--- src/rtl/xbus_arbiter_fabric_pkg.sv ---
// Shared types and constants for the xbus interconnect fabric.
// Holds the default slave map, the transfer FSM state encoding, the
// read value returned on an error response and the latched request payload.
package xbus_arbiter_fabric_pkg;

    localparam int unsigned DEF_NSLAVES = 4;
    localparam int unsigned XBUS_DW     = 32;
    localparam int unsigned XBUS_BEW    = 4;
    localparam int unsigned XBUS_CNTW   = 8;

    // Slave i occupies bits [32i+31:32i]; slave 0 sits at 0x1000.
    localparam logic [DEF_NSLAVES*32-1:0] DEF_ADDR_BASE =
        {32'h0000_4000, 32'h0000_3000, 32'h0000_2000, 32'h0000_1000};
    localparam logic [DEF_NSLAVES*32-1:0] DEF_ADDR_MASK = {DEF_NSLAVES{32'hFFFF_F000}};

    localparam logic [XBUS_DW-1:0] ERR_RDATA = 32'h0000_0000;

    typedef enum logic [1:0] {
        XBUS_ST_IDLE   = 2'd0,
        XBUS_ST_ACCESS = 2'd1,
        XBUS_ST_ERROR  = 2'd2
    } xbus_state_e;

    typedef struct packed {
        logic                we;
        logic [XBUS_BEW-1:0] be;
        logic [XBUS_DW-1:0]  addr;
        logic [XBUS_DW-1:0]  wdata;
    } xbus_req_t;

endpackage

--- src/rtl/xbus_arbiter_fabric_if.sv ---
// Bundles the core-side master port and the broadcast slave port of the fabric.
// Modports:
//   master - the surrounding system: the core drives m_as/m_we/m_be/m_addr/m_wdata
//            and the slaves drive s_rdata/s_ready; it observes everything else.
//   slave  - the fabric itself, which is the xbus slave of the core and the
//            master of the memory-mapped slaves.
interface xbus_arbiter_fabric_if
    import xbus_arbiter_fabric_pkg::*;
#(
    parameter int unsigned NSLAVES = DEF_NSLAVES
);
    logic                      m_as;
    logic                      m_we;
    logic [XBUS_BEW-1:0]       m_be;
    logic [XBUS_DW-1:0]        m_addr;
    logic [XBUS_DW-1:0]        m_wdata;
    logic [XBUS_DW-1:0]        m_rdata;
    logic                      m_ready;
    logic                      m_err;

    logic [NSLAVES-1:0]        s_cs;
    logic                      s_we;
    logic [XBUS_BEW-1:0]       s_be;
    logic [XBUS_DW-1:0]        s_addr;
    logic [XBUS_DW-1:0]        s_wdata;
    logic [NSLAVES*XBUS_DW-1:0] s_rdata;
    logic [NSLAVES-1:0]        s_ready;

    modport master (
        output m_as, m_we, m_be, m_addr, m_wdata,
        input  m_rdata, m_ready, m_err,
        input  s_cs, s_we, s_be, s_addr, s_wdata,
        output s_rdata, s_ready
    );

    modport slave (
        input  m_as, m_we, m_be, m_addr, m_wdata,
        output m_rdata, m_ready, m_err,
        output s_cs, s_we, s_be, s_addr, s_wdata,
        input  s_rdata, s_ready
    );

endinterface

--- src/rtl/xbus_map_decode.sv ---
// Combinational address decoder for the xbus slave map.
// Ports: addr - request address; base/mask - packed per-slave map (slave i at
// [32i+31:32i]); hit - some slave matches; idx - lowest matching slave index.
module xbus_map_decode #(
    parameter int unsigned NSLAVES = 4,
    parameter int unsigned IDX_W   = (NSLAVES > 1) ? $clog2(NSLAVES) : 1
) (
    input  logic [31:0]           addr,
    input  logic [NSLAVES*32-1:0] base,
    input  logic [NSLAVES*32-1:0] mask,
    output logic                  hit,
    output logic [IDX_W-1:0]      idx
);

    // Scan from the top so the lowest matching index is written last and wins.
    always_comb begin
        hit = 1'b0;
        idx = '0;
        for (int i = int'(NSLAVES) - 1; i >= 0; i--) begin
            if ((addr & mask[32*i +: 32]) == base[32*i +: 32]) begin
                hit = 1'b1;
                idx = IDX_W'(i);
            end
        end
    end

endmodule

--- src/rtl/xbus_arbiter_fabric.sv ---
// Registered xbus transfer engine between one master and NSLAVES slaves.
// Accepts a request in IDLE, selects the decoded slave in ACCESS until its
// s_ready, and answers unmapped addresses with a one-cycle error response.
// Ports: clk; rst (async, active low); bus (slave modport of xbus_arbiter_fabric_if).
// Build option: define XBUS_TIMEOUT_EN to add the wait watchdog (TIMEOUT param)
// that aborts an ACCESS to a silent slave with an error response.
// m_ready/m_err/m_rdata are decoded from the state register and the selected
// slave's s_ready/s_rdata so a zero-wait slave completes in its select cycle.
module xbus_arbiter_fabric
    import xbus_arbiter_fabric_pkg::*;
#(
    parameter int unsigned           NSLAVES   = DEF_NSLAVES,
    parameter logic [NSLAVES*32-1:0] ADDR_BASE = DEF_ADDR_BASE,
    parameter logic [NSLAVES*32-1:0] ADDR_MASK = DEF_ADDR_MASK
`ifdef XBUS_TIMEOUT_EN
    ,
    parameter int unsigned           TIMEOUT   = 15
`endif
) (
    input  logic                 clk,
    input  logic                 rst,
    xbus_arbiter_fabric_if.slave bus
);

    localparam int unsigned IDX_W = (NSLAVES > 1) ? $clog2(NSLAVES) : 1;

    xbus_state_e        state;
    xbus_req_t          req_q;
    logic [IDX_W-1:0]   idx_q;
    logic [NSLAVES-1:0] cs_q;

    logic               dec_hit;
    logic [IDX_W-1:0]   dec_idx;
    logic               sel_ready;
    logic [XBUS_DW-1:0] sel_rdata;
    logic               done_ok;

`ifdef XBUS_TIMEOUT_EN
    localparam logic [XBUS_CNTW-1:0] TIMEOUT_W = XBUS_CNTW'(TIMEOUT);
    logic [XBUS_CNTW-1:0] wait_cnt;
`endif

    xbus_map_decode #(
        .NSLAVES (NSLAVES),
        .IDX_W   (IDX_W)
    ) u_decode (
        .addr (bus.m_addr),
        .base (ADDR_BASE),
        .mask (ADDR_MASK),
        .hit  (dec_hit),
        .idx  (dec_idx)
    );

    // Only the latched slave's handshake is looked at.
    assign sel_ready = bus.s_ready[idx_q];
    assign sel_rdata = bus.s_rdata[32*int'(idx_q) +: 32];

    // Transfer FSM with latched request, slave select and optional watchdog.
    always_ff @(posedge clk or negedge rst) begin
        if (!rst) begin
            state <= XBUS_ST_IDLE;
            req_q <= '0;
            idx_q <= '0;
            cs_q  <= '0;
`ifdef XBUS_TIMEOUT_EN
            wait_cnt <= '0;
`endif
        end else begin
            unique case (state)
                XBUS_ST_IDLE: begin
                    if (bus.m_as) begin
                        req_q <= '{we: bus.m_we, be: bus.m_be, addr: bus.m_addr, wdata: bus.m_wdata};
                        if (dec_hit) begin
                            idx_q <= dec_idx;
                            cs_q  <= NSLAVES'(1) << dec_idx;
                            state <= XBUS_ST_ACCESS;
`ifdef XBUS_TIMEOUT_EN
                            wait_cnt <= '0;
`endif
                        end else begin
                            state <= XBUS_ST_ERROR;
                        end
                    end
                end
                XBUS_ST_ACCESS: begin
                    // A late s_ready still beats the watchdog in the same cycle.
                    if (sel_ready) begin
                        cs_q  <= '0;
                        state <= XBUS_ST_IDLE;
                    end
`ifdef XBUS_TIMEOUT_EN
                    else if (wait_cnt == TIMEOUT_W) begin
                        cs_q  <= '0;
                        state <= XBUS_ST_ERROR;
                    end else begin
                        wait_cnt <= wait_cnt + XBUS_CNTW'(1);
                    end
`endif
                end
                XBUS_ST_ERROR: begin
                    state <= XBUS_ST_IDLE;
                end
                default: begin
                    cs_q  <= '0;
                    state <= XBUS_ST_IDLE;
                end
            endcase
        end
    end

    assign done_ok = (state == XBUS_ST_ACCESS) && sel_ready;

    assign bus.s_cs    = cs_q;
    assign bus.s_we    = req_q.we;
    assign bus.s_be    = req_q.be;
    assign bus.s_addr  = req_q.addr;
    assign bus.s_wdata = req_q.wdata;

    // Error responses and non-completion cycles both return ERR_RDATA (zero).
    assign bus.m_ready = done_ok || (state == XBUS_ST_ERROR);
    assign bus.m_err   = (state == XBUS_ST_ERROR);
    assign bus.m_rdata = done_ok ? sel_rdata : ERR_RDATA;

endmodule

--- src/flat_wrapper.sv ---
// flat-port wrapper written by rule: the top's interface ports become plain ports
module xbus_arbiter_fabric_flat import xbus_arbiter_fabric_pkg::*;
#(
    parameter int unsigned           NSLAVES   = DEF_NSLAVES,
    parameter logic [NSLAVES*32-1:0] ADDR_BASE = DEF_ADDR_BASE,
    parameter logic [NSLAVES*32-1:0] ADDR_MASK = DEF_ADDR_MASK

)
  (clk, rst, bus_m_as, bus_m_we, bus_m_be, bus_m_addr, bus_m_wdata, bus_m_rdata, bus_m_ready, bus_m_err, bus_s_cs, bus_s_we, bus_s_be, bus_s_addr, bus_s_wdata, bus_s_rdata, bus_s_ready);
  xbus_arbiter_fabric_if #(.NSLAVES(NSLAVES)) bus_i ();
  input  logic clk;
  input  logic rst;
  input wire logic [$bits(bus_i.m_as)-1:0] bus_m_as;
  input wire logic [$bits(bus_i.m_we)-1:0] bus_m_we;
  input wire logic [$bits(bus_i.m_be)-1:0] bus_m_be;
  input wire logic [$bits(bus_i.m_addr)-1:0] bus_m_addr;
  input wire logic [$bits(bus_i.m_wdata)-1:0] bus_m_wdata;
  output wire logic [$bits(bus_i.m_rdata)-1:0] bus_m_rdata;
  output wire logic [$bits(bus_i.m_ready)-1:0] bus_m_ready;
  output wire logic [$bits(bus_i.m_err)-1:0] bus_m_err;
  output wire logic [$bits(bus_i.s_cs)-1:0] bus_s_cs;
  output wire logic [$bits(bus_i.s_we)-1:0] bus_s_we;
  output wire logic [$bits(bus_i.s_be)-1:0] bus_s_be;
  output wire logic [$bits(bus_i.s_addr)-1:0] bus_s_addr;
  output wire logic [$bits(bus_i.s_wdata)-1:0] bus_s_wdata;
  input wire logic [$bits(bus_i.s_rdata)-1:0] bus_s_rdata;
  input wire logic [$bits(bus_i.s_ready)-1:0] bus_s_ready;
  assign bus_i.m_as = bus_m_as;
  assign bus_i.m_we = bus_m_we;
  assign bus_i.m_be = bus_m_be;
  assign bus_i.m_addr = bus_m_addr;
  assign bus_i.m_wdata = bus_m_wdata;
  assign bus_m_rdata = bus_i.m_rdata;
  assign bus_m_ready = bus_i.m_ready;
  assign bus_m_err = bus_i.m_err;
  assign bus_s_cs = bus_i.s_cs;
  assign bus_s_we = bus_i.s_we;
  assign bus_s_be = bus_i.s_be;
  assign bus_s_addr = bus_i.s_addr;
  assign bus_s_wdata = bus_i.s_wdata;
  assign bus_i.s_rdata = bus_s_rdata;
  assign bus_i.s_ready = bus_s_ready;
  xbus_arbiter_fabric #(.NSLAVES(NSLAVES), .ADDR_BASE(ADDR_BASE), .ADDR_MASK(ADDR_MASK)) u_core (.clk(clk), .rst(rst), .bus(bus_i));
endmodule
--- config.mk ---
export PLATFORM = sky130hd
export DESIGN_NAME = xbus_arbiter_fabric_flat
export DESIGN_NICKNAME = d
export VERILOG_FILES = /design/src/rtl/xbus_arbiter_fabric_pkg.sv /design/src/rtl/xbus_arbiter_fabric_if.sv /design/src/rtl/xbus_map_decode.sv /design/src/rtl/xbus_arbiter_fabric.sv /design/src/flat_wrapper.sv
export SDC_FILE = /design/constraint.sdc
export NUM_CORES = 1
export LEC_CHECK = 0
export CAP_MARGIN = 20
export CORE_AREA = 2 2 122 124
export DETAILED_ROUTE_END_ITERATION = 8
export DIE_AREA = 0 0 124 126
export GPL_ROUTABILITY_DRIVEN = 0
export PLACE_DENSITY = 0.8
export SLEW_MARGIN = 5
export SYNTH_ARGS = -nofsm -noshare
export SYNTH_HDL_FRONTEND = slang
export SYNTH_SLANG_ARGS = --single-unit
--- constraint.sdc ---
create_clock -name clk -period 6.9 [get_ports clk]
set_input_delay 1.725 -clock clk [delete_from_list [all_inputs] [get_ports clk]]
set_output_delay 1.725 -clock clk [all_outputs]
set_load 0.01 [all_outputs]
==> impl_results.html <==
<table>
<tr><th>Metric</th><th>Value</th></tr>
<tr><th colspan="2">Logic synthesis</th></tr>
<tr><td>Most common library cells after synthesis</td><td>dfrtp_1 (77), mux2_2 (69), mux4_2 (33)</td></tr>
<tr><td>Distinct cell type count of the synthesized netlist</td><td>29</td></tr>
<tr><td>Async set-reset flop share out of synthesis</td><td>100%</td></tr>
<tr><td>Syn Std Cell Area</td><td>0.00398 sq mm</td></tr>
<tr><td>Flop and latch count out of synthesis</td><td>77</td></tr>
<tr><td>Dominant register cell in the synthesized netlist</td><td>dfrtp_1</td></tr>
<tr><td>Leading area contributor after synthesis</td><td>dfrtp_1</td></tr>
<tr><td>Number of cells produced by synthesis</td><td>269</td></tr>
<tr><td>Syn avg cell area</td><td>14.8 sq um</td></tr>
<tr><td>Cell types occupying the most area after synthesis</td><td>dfrtp_1 (48%), mux2_2 (20%), mux4_2 (19%)</td></tr>
<tr><td>Number of synthesized flops with an enable pin</td><td>0</td></tr>
<tr><td>Part of the Yosys area used for sequential elements</td><td>48.5%</td></tr>
<tr><td>Number of synthesis warnings</td><td>0</td></tr>
<tr><td>Most instantiated library cell after synthesis</td><td>dfrtp_1</td></tr>
<tr><td>Synthesized net count</td><td>473</td></tr>
<tr><td>Portion of synthesized cell area occupied by the leading cell type</td><td>48.5%</td></tr>
<tr><th colspan="2">Clocking</th></tr>
<tr><td>Post-CTS sizing</td><td>0</td></tr>
<tr><td>Clock transition time at the flip-flop clock pins of the worst setup and hold paths</td><td>0.06 ns</td></tr>
<tr><td>Clock sinks</td><td>77</td></tr>
<tr><td>CTS tree</td><td>built</td></tr>
<tr><td>TritonCTS Buffers</td><td>9</td></tr>
<tr><td>Cts-stage hold buffer count</td><td>0</td></tr>
<tr><td>Longest Clk Path Bufs</td><td>2</td></tr>
<tr><td>Clock root buffer master</td><td>clkbuf_16</td></tr>
<tr><td>Clock insertion delay at the later pin of the skew report</td><td>0.33 ns</td></tr>
<tr><td>Post-CTS setup buffer count</td><td>0</td></tr>
<tr><td>Htree depth</td><td>3</td></tr>
<tr><th colspan="2">Power</th></tr>
<tr><td>Maximum vdd ir drop</td><td>117 uV</td></tr>
<tr><td>Reported leakage power</td><td>2.83 nW</td></tr>
<tr><td>Power per Cell Area</td><td>186 mW/mm^2</td></tr>
<tr><th colspan="2">STA</th></tr>
<tr><td>Final setup viols</td><td>0</td></tr>
<tr><td>Total negative setup slack</td><td>0 ns</td></tr>
<tr><td>Transition time at the pin with the least slew margin</td><td>0.966 ns</td></tr>
<tr><td>Final period utilization</td><td>78.3%</td></tr>
<tr><td>Min Tclk post-route</td><td>5.40 ns</td></tr>
<tr><td>Worst Skew</td><td>0.00969 ns</td></tr>
<tr><td>Slew margin rel.</td><td>35.6%</td></tr>
<tr><td>Peak Freq</td><td>0.185 GHz</td></tr>
<tr><td>Number of pins with negative max-slew slack in the final report</td><td>0</td></tr>
<tr><td>RSZ-0062 raised after global routing</td><td>false</td></tr>
<tr><td>Number of failing hold endpoints at the final stage</td><td>0</td></tr>
<tr><th colspan="2">GRT</th></tr>
<tr><td>Wire length of the first global-routing pass</td><td>21500 um</td></tr>
<tr><td>Largest net degree at the start of global routing</td><td>78</td></tr>
<tr><td>GRT Util Overall</td><td>18.3%</td></tr>
<tr><td>Number of antenna violations at the first check in global routing</td><td>4</td></tr>
<tr><td>Leftover overflow at the end of global routing</td><td>0</td></tr>
<tr><td>Via count of the first global-routing pass</td><td>3959</td></tr>
<tr><th colspan="2">Placed design</th></tr>
<tr><td>Number of I/O port buffers</td><td>310</td></tr>
<tr><td>Estimated wirelength of the detail-placed design</td><td>12300 um</td></tr>
<tr><td>Cell count after placement</td><td>749</td></tr>
<tr><td>Area after detailed placement</td><td>0.00729 sq mm</td></tr>
<tr><th colspan="2">Job</th></tr>
<tr><td># Max-Cap Violations</td><td>0</td></tr>
<tr><th colspan="2">Layout</th></tr>
<tr><td>Proportion of layout cells with a drive suffix above 1</td><td>22.2%</td></tr>
<tr><td>Fill cell instance count of the final layout</td><td>1246</td></tr>
<tr><td>Non-filler cells in the finished layout</td><td>770</td></tr>
<tr><td>Finished Cell Area</td><td>0.00762 sq mm</td></tr>
<tr><td>Layout Utilization</td><td>53.2%</td></tr>
<tr><td>Post-layout net count</td><td>781</td></tr>
<tr><td>Area growth, synth to finish</td><td>91.7%</td></tr>
<tr><th colspan="2">Worst setup path</th></tr>
<tr><td>Startpoint kind of the worst setup timing path</td><td>primary input</td></tr>
<tr><td>Worst-path maximum fanout</td><td>33</td></tr>
<tr><td>Critical path class</td><td>in -&gt; out</td></tr>
<tr><td>Slowest cell delay on critical path</td><td>0.50 ns</td></tr>
<tr><td>Data arrival time of the worst path</td><td>3.68 ns</td></tr>
<tr><td>Cells along the critical path</td><td>clkdlybuf4s50_1 &gt; mux4_2 &gt; nand3_1 &gt; buf_4 &gt; o21ai_0 &gt; clkdlybuf4s50_1</td></tr>
<tr><td>CP Data Required Time</td><td>5.18 ns</td></tr>
<tr><td>Slowest cell on the critical path</td><td>mux4_2</td></tr>
<tr><td>Family with the most delay on the worst path</td><td>buffers and inverters</td></tr>
<tr><td>CP most frequent cell</td><td>clkdlybuf4s50_1</td></tr>
<tr><td>Worst path bufs/invs</td><td>3</td></tr>
<tr><td>Capturing element type of the critical path</td><td>output pin</td></tr>
<tr><th colspan="2">Drt</th></tr>
<tr><td>Number of design-rule violations left by the first detailed-router iteration</td><td>89</td></tr>
<tr><td>Total via count in the routed design</td><td>3568</td></tr>
<tr><td>Average vias per placed instance</td><td>4.63</td></tr>
<tr><td>Number of DRC violations after detailed routing</td><td>0</td></tr>
<tr><td>Routed wire length</td><td>14800 um</td></tr>
<tr><td>Post-detailed-route wirelength per cell</td><td>19.2 um</td></tr>
<tr><td>Antenna viol nets, final</td><td>0</td></tr>
<tr><td>Initial DRT Pass Iterations</td><td>4</td></tr>
<tr><th colspan="2">Floorplan</th></tr>
<tr><td>Area of the placeable core</td><td>0.0143 sq mm</td></tr>
<tr><td>Number of core rows</td><td>44</td></tr>
<tr><td>Initial core utilization</td><td>27.8%</td></tr>
<tr><td>Total Die Area</td><td>0.0156 sq mm</td></tr>
<tr><td>Number of I/O pins</td><td>311</td></tr>
<tr><td>Horizontal die dimension</td><td>124 um</td></tr>
<tr><td>Height of the die</td><td>126 um</td></tr>
<tr><th colspan="2">Run status</th></tr>
<tr><td>Result of the run</td><td>complete, no violations</td></tr>
<tr><th colspan="2">Hold path</th></tr>
<tr><td>Worst min-delay path class</td><td>reg -&gt; reg</td></tr>
</table>
==> through the flow <==
stage	total power [mW]	hold slack (ns)	worst slack [ns]
5_1_grt	1.48	0.514	1.43
6_report	1.41	0.495	1.50
3_5_place_dp	0.956	0.486	1.50
2_1_floorplan	0.673	0.532	2.32
3_3_place_gp	0.942	0.481	1.52
4_1_cts	1.44	0.499	1.50
==> power breakdown <==
| group | switching [mW] | internal (mW) | total (mW) |
|---|---|---|---|
| combinational | 0.122 | 0.274 | 0.396 |
| sequential | 0.0336 | 0.514 | 0.547 |
| clock | 0.182 | 0.290 | 0.472 |
==> sequential cells by signal, summed over array words and instances, names as in the netlist <==
name / cells
u_core.bus.s_be: 4
u_core.bus.s_wdata: 32
u_core.bus.s_we: 1
u_core.bus.s_cs: 4
u_core.state: 2
u_core.bus.s_addr: 32
u_core.idx_q: 2
==> cell type report <==
class                           instances  area (sq um)  area share [%]
Clock inverter                          5          60.1           0.788
Multi-Input combinational cell        173          1980            26.0
Tap cell                              184           230            3.02
Inverter                                1          3.75          0.0493
Timing Repair Buffer                  315          3160            41.5
Sequential cell                        77          1930            25.3
Clock buffer                           11           243            3.19
Antenna cell                            4          10.0           0.131
==> placed cells by master, fill, tap and decap left out, types with 5 or more instances in the layout <==
cell / synthesis / routed
mux4_2: 33 / 33
dfrtp_1: 77 / 76
clkdlybuf4s50_1: 0 / 309
nor2b_1: 32 / 32
mux2_2: 69 / 69
nor4_1: 5 / 5
clkbuf_16: 0 / 9
==> path summary, 6_finish.rpt <==
path | start | cells after the start | slack [ns] | to
max in group asynchronous | rst | 1 | 4.68 | u_core.idx_q[0]
max reg2reg | u_core.state[0] | 5 | 4.55 | u_core.bus.s_addr[26]
min reg2reg | u_core.bus.s_cs[1] | 1 | 0.49 | u_core.bus.s_cs[1]
min | u_core.bus.s_cs[1] | 1 | 0.49 | u_core.bus.s_cs[1]
min in group asynchronous | rst | 1 | 1.56 | u_core.bus.s_wdata[8]
max | bus_s_ready[3] | 6 | 1.50 | bus_m_ready
==> kinds of logic (layout without fill, tap and decap cells) <==
| family | count (synthesis) | after routing | share of synthesized area (%) |
|---|---|---|---|
| other | 0 | 4 | 0 |
| multiplexers | 102 | 102 | 38.2 |
| buffers and inverters | 19 | 332 | 1.89 |
| flip-flops | 77 | 77 | 48.5 |
| AND/OR/NAND/NOR | 58 | 58 | 8.97 |
| XOR/XNOR | 2 | 2 | 0.441 |
| AO/OA/AOI/OAI | 11 | 11 | 1.98 |
==> routing by layer <==
layer	global-route usage [%]	vias to the layer above	wire [um]
met4	9.85	0	612
met2	34.2	194	7990
li1	-	1639	-
met5	0	-	0
met3	5.98	34	1380
met1	17.4	1701	4790
No activity file was read; power rests on OpenSTA's default activity.
